$ cat src/rtl/alu_pkg.sv
// Shared ALU encodings and FSM state type for the ALU decoder and execution unit.
package alu_pkg;

  localparam logic [3:0] ALU_ADD  = 4'd0;
  localparam logic [3:0] ALU_SUB  = 4'd1;
  localparam logic [3:0] ALU_AND  = 4'd2;
  localparam logic [3:0] ALU_OR   = 4'd3;
  localparam logic [3:0] ALU_SLT  = 4'd4;
  localparam logic [3:0] ALU_SLL  = 4'd5;
  localparam logic [3:0] ALU_SLTU = 4'd6;
  localparam logic [3:0] ALU_XOR  = 4'd7;
  localparam logic [3:0] ALU_SRL  = 4'd8;
  localparam logic [3:0] ALU_SRA  = 4'd9;

  typedef enum logic [1:0] {
    ST_IDLE  = 2'd0,
    ST_SHIFT = 2'd1,
    ST_DONE  = 2'd2
  } alu_state_e;

  function automatic logic is_shift(input logic [3:0] ctrl);
    return (ctrl == ALU_SLL) || (ctrl == ALU_SRL) || (ctrl == ALU_SRA);
  endfunction

endpackage

$ cat src/rtl/alu_single_cycle.sv
// Combinational single-cycle ALU ops; unknown codes fall back to ADD.
module alu_single_cycle
  import alu_pkg::*;
#(
  parameter int XLEN = 32
) (
  input  logic [3:0]      ctrl,
  input  logic [XLEN-1:0] a,
  input  logic [XLEN-1:0] b,
  output logic [XLEN-1:0] y
);

  // Shift codes never reach this result; they land in the default arm harmlessly.
  always_comb begin
    y = a + b;
    case (ctrl)
      ALU_SUB:  y = a - b;
      ALU_AND:  y = a & b;
      ALU_OR:   y = a | b;
      ALU_XOR:  y = a ^ b;
      ALU_SLT:  y = {{(XLEN-1){1'b0}}, ($signed(a) < $signed(b))};
      ALU_SLTU: y = {{(XLEN-1){1'b0}}, (a < b)};
      default:  y = a + b;
    endcase
  end

endmodule

$ cat src/rtl/alu_exec_unit.sv
// ALU execution unit: single-cycle ops plus bit-serial shifts, valid/ready on both sides.
module alu_exec_unit
  import alu_pkg::*;
#(
  parameter int XLEN    = 32,
  parameter int SHAMT_W = 5
) (
  input  logic            clk,
  input  logic            rst_n,
  input  logic [3:0]      ALUControl,
  input  logic [XLEN-1:0] SrcA,
  input  logic [XLEN-1:0] SrcB,
  input  logic            in_valid,
  output logic            in_ready,
  output logic [XLEN-1:0] Result,
  output logic            Zero,
  output logic            out_valid,
  input  logic            out_ready
);

  localparam logic [SHAMT_W-1:0] CNT_ONE = SHAMT_W'(1);

  alu_state_e         state, state_nxt;
  logic [XLEN-1:0]    sh_reg, sh_nxt, alu_y;
  logic [SHAMT_W-1:0] cnt;
  logic [3:0]         sh_op;
  logic               accept;
  logic [SHAMT_W-1:0] shamt;

  assign accept = in_valid && (state == ST_IDLE);
  assign shamt  = SrcB[SHAMT_W-1:0];

  alu_single_cycle #(.XLEN(XLEN)) u_single (
    .ctrl (ALUControl),
    .a    (SrcA),
    .b    (SrcB),
    .y    (alu_y)
  );

  // One-bit step of the captured shift operation.
  always_comb begin
    sh_nxt = {sh_reg[XLEN-2:0], 1'b0};
    case (sh_op)
      ALU_SRL: sh_nxt = {1'b0, sh_reg[XLEN-1:1]};
      ALU_SRA: sh_nxt = {sh_reg[XLEN-1], sh_reg[XLEN-1:1]};
      default: sh_nxt = {sh_reg[XLEN-2:0], 1'b0};
    endcase
  end

  // State register.
  always_ff @(posedge clk or negedge rst_n) begin
    if (!rst_n) state <= ST_IDLE;
    else        state <= state_nxt;
  end

  // Next-state: zero-length shifts finish like single-cycle ops.
  always_comb begin
    state_nxt = state;
    case (state)
      ST_IDLE:  if (accept) state_nxt = (is_shift(ALUControl) && shamt != '0) ? ST_SHIFT : ST_DONE;
      ST_SHIFT: if (cnt == CNT_ONE) state_nxt = ST_DONE;
      ST_DONE:  if (out_ready) state_nxt = ST_IDLE;
      default:  state_nxt = ST_IDLE;
    endcase
  end

  // Handshake outputs decoded from state.
  always_comb begin
    in_ready  = (state == ST_IDLE);
    out_valid = (state == ST_DONE);
  end

  // Datapath: operand capture, shift stepping, result/zero load.
  always_ff @(posedge clk or negedge rst_n) begin
    if (!rst_n) begin
      sh_reg <= '0;
      cnt    <= '0;
      sh_op  <= '0;
      Result <= '0;
      Zero   <= 1'b0;
    end else begin
      case (state)
        ST_IDLE: if (accept) begin
          if (is_shift(ALUControl)) begin
            sh_reg <= SrcA;
            cnt    <= shamt;
            sh_op  <= ALUControl;
            if (shamt == '0) begin
              Result <= SrcA;
              Zero   <= (SrcA == '0);
            end
          end else begin
            Result <= alu_y;
            Zero   <= (alu_y == '0);
          end
        end
        ST_SHIFT: begin
          sh_reg <= sh_nxt;
          cnt    <= cnt - CNT_ONE;
          if (cnt == CNT_ONE) begin
            Result <= sh_nxt;
            Zero   <= (sh_nxt == '0);
          end
        end
        default: ;
      endcase
    end
  end

endmodule

$ cat config.mk
export PLATFORM = sky130hd
export DESIGN_NAME = alu_exec_unit
export DESIGN_NICKNAME = d
export VERILOG_FILES = /design/src/rtl/alu_pkg.sv /design/src/rtl/alu_single_cycle.sv /design/src/rtl/alu_exec_unit.sv
export SDC_FILE = /design/constraint.sdc
export NUM_CORES = 1
export LEC_CHECK = 0
export ABC_AREA = 1
export ABC_CLOCK_PERIOD_IN_PS = 2020
export CAP_MARGIN = 20
export CORE_MARGIN = 2
export CORE_UTILIZATION = 40
export DETAILED_ROUTE_END_ITERATION = 6
export GPL_ROUTABILITY_DRIVEN = 0
export SLEW_MARGIN = 25
export SYNTH_ARGS = -nofsm -noshare
export SYNTH_HDL_FRONTEND = slang
export SYNTH_SLANG_ARGS = --single-unit
$ cat constraint.sdc
create_clock -name clk -period 2.02 [get_ports clk]
set_input_delay 0.202 -clock clk [delete_from_list [all_inputs] [get_ports clk]]
set_output_delay 0.202 -clock clk [all_outputs]
set_load 0.005 [all_outputs]
==> impl_metrics.json, run 1 <==
{
  "ios": 107,
  "status": "complete, but fails checks",
  "synth-edff-count": 0,
  "clkTransAtPathRegs_ns": 0.06,
  "grt_pass1_wl_mm": 74.6,
  "use_met1_pct": 44.6,
  "synth_seq_area_share_pct": 17.1,
  "syn_inst": 1938,
  "finalSetupViolations": 15,
  "ys_warn_count": 0,
  "antenna_found_initial": 0,
  "ir_drop_v": 0.000503,
  "ctsRootBufferMaster": "clkbuf_16",
  "pre_cts_slack_ns": -1.50,
  "ant_nets": 0,
  "fin_worst_skew_ns": 0.0108,
  "start_util_pct": 40.9,
  "synthToLayoutAreaGrowth_pct": 65.7,
  "track_usage_pct": 33.1,
  "seqCellArea_sq_um": 1900,
  "use_met3_pct": 3.70,
  "end_kind": "flip-flop",
  "netlist_area_sq_um": 11100,
  "grt_setup_unrepaired": "yes",
  "synth_area_leader_cell": "nand2_1",
  "numCtsBuffers": 9,
  "route.detailed.drc": 0,
  "layout_min_cycle_time_ns": 2.40,
  "die_w_microns": 171,
  "drive_gt1_share_pct": 45.0,
  "tritoncts": "done",
  "postLayoutCellArea_sq_um": 18400,
  "die_h_microns": 171,
  "fp.coreArea_sq_um": 27100,
  "grtUsageMet2_pct": 54.1,
  "violations": "setup timing",
  "totalWireLength_mm": 50.7,
  "clockBufferDepth": 2,
  "synthFlopType": "dfrtp_1",
  "top_usage_layer": "met2",
  "dr.first_iter.drc_count": 1697,
  "relSlewSlack_pct": 58.9,
  "hpwl_mm": 38.2,
  "path_class": "input port to flip-flop",
  "cap_violations": 0,
  "clock.fmax_ghz": 0.417,
  "yosys-top-cells-count": "569 x nand2_1, 357 x inv_1, 177 x nor2_1",
  "grt_max_degree": 54,
  "finalNetCount": 2607,
  "placed_area_sq_um": 15100,
  "slew_viol_final": 0,
  "grt_overflow": 0,
  "async_reset_ff_share_pct": 100,
  "n_antenna_cell": 0,
  "cp_max_fo": 3,
  "multiInputGateArea_sq_um": 9540,
  "dr.pass1.iters": 6,
  "io_buffers": 106,
  "synth_seq_cells": 76,
  "p_per_area_nw_per_um2": 725,
  "cts_max_level": 3,
  "viasPerCell": 5.42,
  "synth_fp_nets": 2110,
  "synthDistinctLibCells": 44,
  "leakagePower_uw": 0.00951,
  "netlist_top_cells_area": "nand2_1 19%, dfrtp_1 17%, inv_1 12%, ha_1 11%, nor2_1 6.0%",
  "clk_latency_ns": 0.34,
  "setup_ws_ns": -0.378,
  "critPathArrivalTime_ns": 2.66,
  "tightest_slew_ns": 0.617,
  "fillers": 2298,
  "yosysMostFrequentCell": "nand2_1",
  "rows": 60,
  "detail_route.wl_per_cell_microns": 18.0,
  "fin_crit_sh_pct": 119,
  "dieArea_sq_um": 29100,
  "clock_sinks": 76,
  "timing.setup.tns_ns": -2.16,
  "start_kind": "input port",
  "hold_viol": 0,
  "hp-class": "input port to flip-flop",
  "grt_pass1_vias": 14200,
  "vias": 15200,
  "synth_top_area_share_pct": 19.2,
  "cp.required_ns": 2.28,
  "syn_avg_cell_area_sq_um": 5.73
}
[report_power, final]
part           total, uW  internal (uW)  switching, uW
clock network       1850           1210            637
logic               8760           4020           4740
registers           2720           2280            448
[cell type report]
cell class | instances | area share [%]
Inverter | 373 | 7.90
Sequential cell | 76 | 10.3
Multi-Input combinational cell | 1413 | 51.9
Timing Repair Buffer | 562 | 25.4
Clock buffer | 10 | 1.25
Tap cell | 372 | 2.53
Clock inverter | 6 | 0.613
[path summary, 6_finish.rpt]
path                                start         end  slack [ns]  depth (start not counted)
worst max-delay path             SrcA[19]        Zero       -0.38                         21
worst min-delay path              SrcB[1]      cnt[1]        0.31                          4
worst max register to register   sh_op[3]        Zero       -0.19                         10
worst min register to register  Result[0]   Result[0]        0.49                          2
max in group asynchronous           rst_n  sh_reg[28]        0.91                          3
min in group asynchronous           rst_n   sh_reg[6]        0.42                          2
[cell usage in the layout, fill, tap and decap left out, drive strengths merged, types with 3 or more instances in the layout]
master	n
nand2	576
buf	495
inv	372
nor2	201
o21ai	131
nand3	124
a21oi	99
ha	98
dfrtp	76
clkdlybuf4s50	37
a31oi	33
nand4	32
or2	19
o22ai	16
o211ai	16
clkbuf	16
a221oi	13
nor3	13
dlygate4sd2	12
clkdlybuf4s15	11
xor2	7
a22oi	7
nor4	5
o21bai	4
and2	4
clkinv	4
o21a	3
bufinv	3
[metrics by stage]
| stage | hold slack [ns] | util [%] | power [uW] | instances |
|---|---|---|---|---|
| 2_1_floorplan | -0.0936 | - | 6420 | 1938 |
| 3_3_place_gp | 0.259 | 55.6 | 9770 | 2705 |
| 3_5_place_dp | 0.257 | 55.6 | 9870 | 2705 |
| 4_1_cts | 0.312 | 64.3 | 12500 | 2776 |
| 5_1_grt | 0.312 | 67.8 | 14200 | 2812 |
| 6_report | 0.305 | 67.8 | 13300 | 2812 |
[repair_timing]
item / 4_1_cts / 5_1_grt
gates resized for setup: 732 / 234
endpoints found under the hold margin: 45 / 0
setup buffers: 58 / 39
setup endpoints to repair: 53 / 29
hold buffers: 1 / 0
pin swaps: 147 / 147
cloned: 0 / 1
[cell families after synthesis]
| logic type | synth area share, % |
|---|---|
| XOR/XNOR | 0.632 |
| AO/OA/AOI/OAI | 16.7 |
| adder cells (fa/ha/maj) | 11.4 |
| buffers and inverters | 16.8 |
| AND/OR/NAND/NOR | 37.3 |
| flip-flops | 17.1 |
[worst max-delay path, stage by stage]
cell	delay, ns
clkdlybuf4s15_2	0.22
buf_4	0.15
ha_1	0.19
inv_2	0.06
buf_4	0.09
o21ai_0	0.11
inv_1	0.10
nand2_2	0.08
nand2_1	0.09
nand2_2	0.07
a21oi_4	0.20
nand3_2	0.10
nand3_2	0.08
nand2_2	0.05
nand2_2	0.07
nand4_1	0.17
nor2_4	0.20
nand4_1	0.16
nand2_1	0.10
nand2_1	0.06
a21oi_2	0.11
[layer usage]
metal / wire length [microns] / part of all wire (%)
met1: 20900 / 41
met4: 2710 / 5.4
met3: 4540 / 9.0
met5: 0 / 0
met2: 22600 / 44
Power figures use the tool's default switching activity.
==> inputs of run 2 (changes only) <==
- ABC_AREA: 1 -> not set
==> impl_metrics.json, run 2 <==
{
  "clk_latency_ns": 0.34,
  "crit_buf_inv": 3,
  "hold_viol": 0,
  "syn_avg_cell_area_sq_um": 7.19,
  "async_reset_ff_share_pct": 100,
  "met2_length_mm": 23.3,
  "slowest_stage": "fa_2",
  "end_kind": "flip-flop",
  "antenna_found_initial": 1,
  "clock_sinks": 76,
  "grt_overflow": 0,
  "io_buffers": 106,
  "viasPerCell": 6.08,
  "ios": 107,
  "route.detailed.drc": 0,
  "status": "complete, but fails checks",
  "m1WireLength_mm": 19.1,
  "clkTransAtPathRegs_ns": 0.06,
  "tritoncts": "done",
  "synth_seq_cells": 76,
  "netlist_top_cells_area": "dfrtp_1 19%, ha_1 12%, a21oi_1 6.3%, nand2_1 5.7%, o21ai_0 5.4%",
  "cap_violations": 0,
  "relSlewSlack_pct": 48.4,
  "die_w_microns": 164,
  "final_core_util_pct": 73.4,
  "hp-class": "input port to flip-flop",
  "hpwl_mm": 36.8,
  "ys_warn_count": 0,
  "detail_route.wl_per_cell_microns": 21.4,
  "final_cell_mix": "519 x buf_4, 149 x nand2_1, 119 x nor2_1, 80 x a21oi_1, 76 x dfrtp_1",
  "synth_top_area_share_pct": 18.6,
  "grt_pass1_vias": 14200,
  "cts_max_level": 3,
  "fin_worst_skew_ns": 0.00576,
  "synthToLayoutAreaGrowth_pct": 80.3,
  "final_common_cell": "buf_4",
  "ctsRootBufferMaster": "clkbuf_16",
  "placed_area_sq_um": 15600,
  "dr.max_layer_used": "met5",
  "finalNetCount": 2214,
  "layout_min_cycle_time_ns": 3.10,
  "vias": 14500,
  "synth_area_leader_cell": "dfrtp_1",
  "dieArea_sq_um": 26900,
  "start_util_pct": 40.7,
  "routed-wl-met3_mm": 4.29,
  "fp.coreArea_sq_um": 25200,
  "clockBufferDepth": 2,
  "timing.setup.tns_ns": -17.98,
  "crit_family": "compound AO/OA/AOI/OAI gates",
  "grt_pass1_wl_mm": 76.4,
  "track_usage_pct": 36.4,
  "dr.pass1.iters": 6,
  "slew_viol_final": 0,
  "netlist_area_sq_um": 10200,
  "totalWireLength_mm": 50.8,
  "synth-edff-count": 0,
  "postLayoutCellArea_sq_um": 18500,
  "dr.first_iter.drc_count": 1424,
  "path_class": "input port to flip-flop",
  "numCtsBuffers": 9,
  "syn_inst": 1426,
  "setup_ws_ns": -1.08,
  "fillers": 1777,
  "critPathArrivalTime_ns": 3.33,
  "finalSetupViolations": 30,
  "pre_cts_slack_ns": -1.82,
  "grt_max_degree": 92,
  "seqCellArea_sq_um": 1900,
  "ant_nets": 0,
  "report.power.total_uw": 13400,
  "yosysMostFrequentCell": "nand2_1",
  "cp.required_ns": 2.26,
  "p_per_area_nw_per_um2": 725,
  "synthDistinctLibCells": 96,
  "cp_max_fo": 3,
  "leakagePower_uw": 0.00821,
  "drive_gt1_share_pct": 48.9,
  "ir_drop_v": 0.000538,
  "tightest_slew_ns": 0.767,
  "die_h_microns": 164,
  "multiInputGateArea_sq_um": 9540,
  "yosys-top-cells-count": "155 x nand2_1, 133 x nor2_1, 129 x a21oi_1",
  "critPathMaxStageDelay_ns": 0.39,
  "start_kind": "input port",
  "synth_seq_area_share_pct": 18.6,
  "clock.fmax_ghz": 0.323,
  "synthFlopType": "dfrtp_1",
  "crit_chain": "buf_8 -> ha_4 -> fa_2 -> a211oi_4 -> o211ai_1 -> buf_4 -> a311oi_4 -> nor3_2 -> o211ai_1 -> a21boi_2 -> o221ai_2 -> nor4_2 -> buf_4 -> nand4b_1 -> o41ai_2",
  "violations": "setup timing",
  "rows": 58,
  "grt_setup_unrepaired": "yes",
  "fin_crit_sh_pct": 153,
  "n_antenna_cell": 0,
  "synth_fp_nets": 1598
}
-- run 2: cell count changes in the layout (fill, tap and decap cells not counted), moves of 37 or more --
| cell | previous run | this run |
|---|---|---|
| buf_4 | 401 | 519 |
| inv_1 | 254 | 41 |
| inv_2 | 103 | 39 |
| nand2_1 | 401 | 149 |
| nand2_2 | 133 | 5 |
| nand2_4 | 42 | 1 |
| nand3_1 | 69 | 30 |
| nand3_2 | 42 | 5 |
| nor2_4 | 49 | 8 |
-- run 2: final cells by class --
cell class	count	share of cell area, %
Clock buffer	9	1.22
Clock inverter	7	0.420
Inverter	98	2.36
Multi-Input combinational cell	1157	51.6
Sequential cell	76	10.3
Tap cell	330	2.23
Timing Repair Buffer	700	31.9
-- run 2: metal layers --
metal | vias up | track usage, %
li1 | 6470 | -
met1 | 6766 | 43.3
met2 | 940 | 60.5
met3 | 285 | 5.76
met4 | 2 | 24.2
met5 | - | 0
-- run 2: kinds of logic (layout without fill, tap and decap cells) --
family | count (synthesis) | after routing | share of synthesized area, %
xor+xnor | 7 | 7 | 0.598
simple gates | 495 | 496 | 23.3
fa+ha+maj | 100 | 100 | 12.4
compound gates | 509 | 509 | 33.0
mux | 45 | 45 | 4.55
buf+inv | 194 | 814 | 7.64
flops | 76 | 76 | 18.6
-- run 2: through the flow --
stage,std cells,hold WS (ns)
detailed placement,2258,0.191
finish,2377,0.261
CTS,2351,0.259
global placement,2258,0.189
global route,2377,0.321
floorplan,1426,-0.0936
-- run 2: final timing paths --
path	startpoint	endpoint	slack (ns)	cells past startpoint
hold / removal	SrcB[4]	cnt[4]	0.26	4
min in group asynchronous	rst_n	Result[27]	0.36	2
max in group asynchronous	rst_n	sh_op[3]	1.03	3
hold reg to reg	Result[19]	Result[19]	0.47	2
setup reg to reg	cnt[1]	Zero	-0.86	13
setup / recovery	SrcB[0]	Zero	-1.08	15
-- run 2: power breakdown --
group          switching [uW]  leakage [uW]  internal, uW  total [uW]
Sequential                539      0.000930          2220        2760
Combinational            4290       0.00713          4710        8990
Clock                     676      0.000146           963        1640
-- run 2: repair_timing --
| item | CTS | global route |
|---|---|---|
| gates resized for setup | 519 | 116 |
| pin swaps | 159 | 102 |
| gates cloned | 2 | 3 |
| endpoints found under the setup margin | 43 | 35 |
| buffers inserted | 79 | 31 |
| hold buffers | 1 | 0 |
| hold endpoints to repair | 32 | 0 |
-- run 2: worst min-delay path, cell delays in order --
cell	delay [ns]
buf_8	0.08
buf_4	0.11
a21oi_1	0.05
o21ai_0	0.13
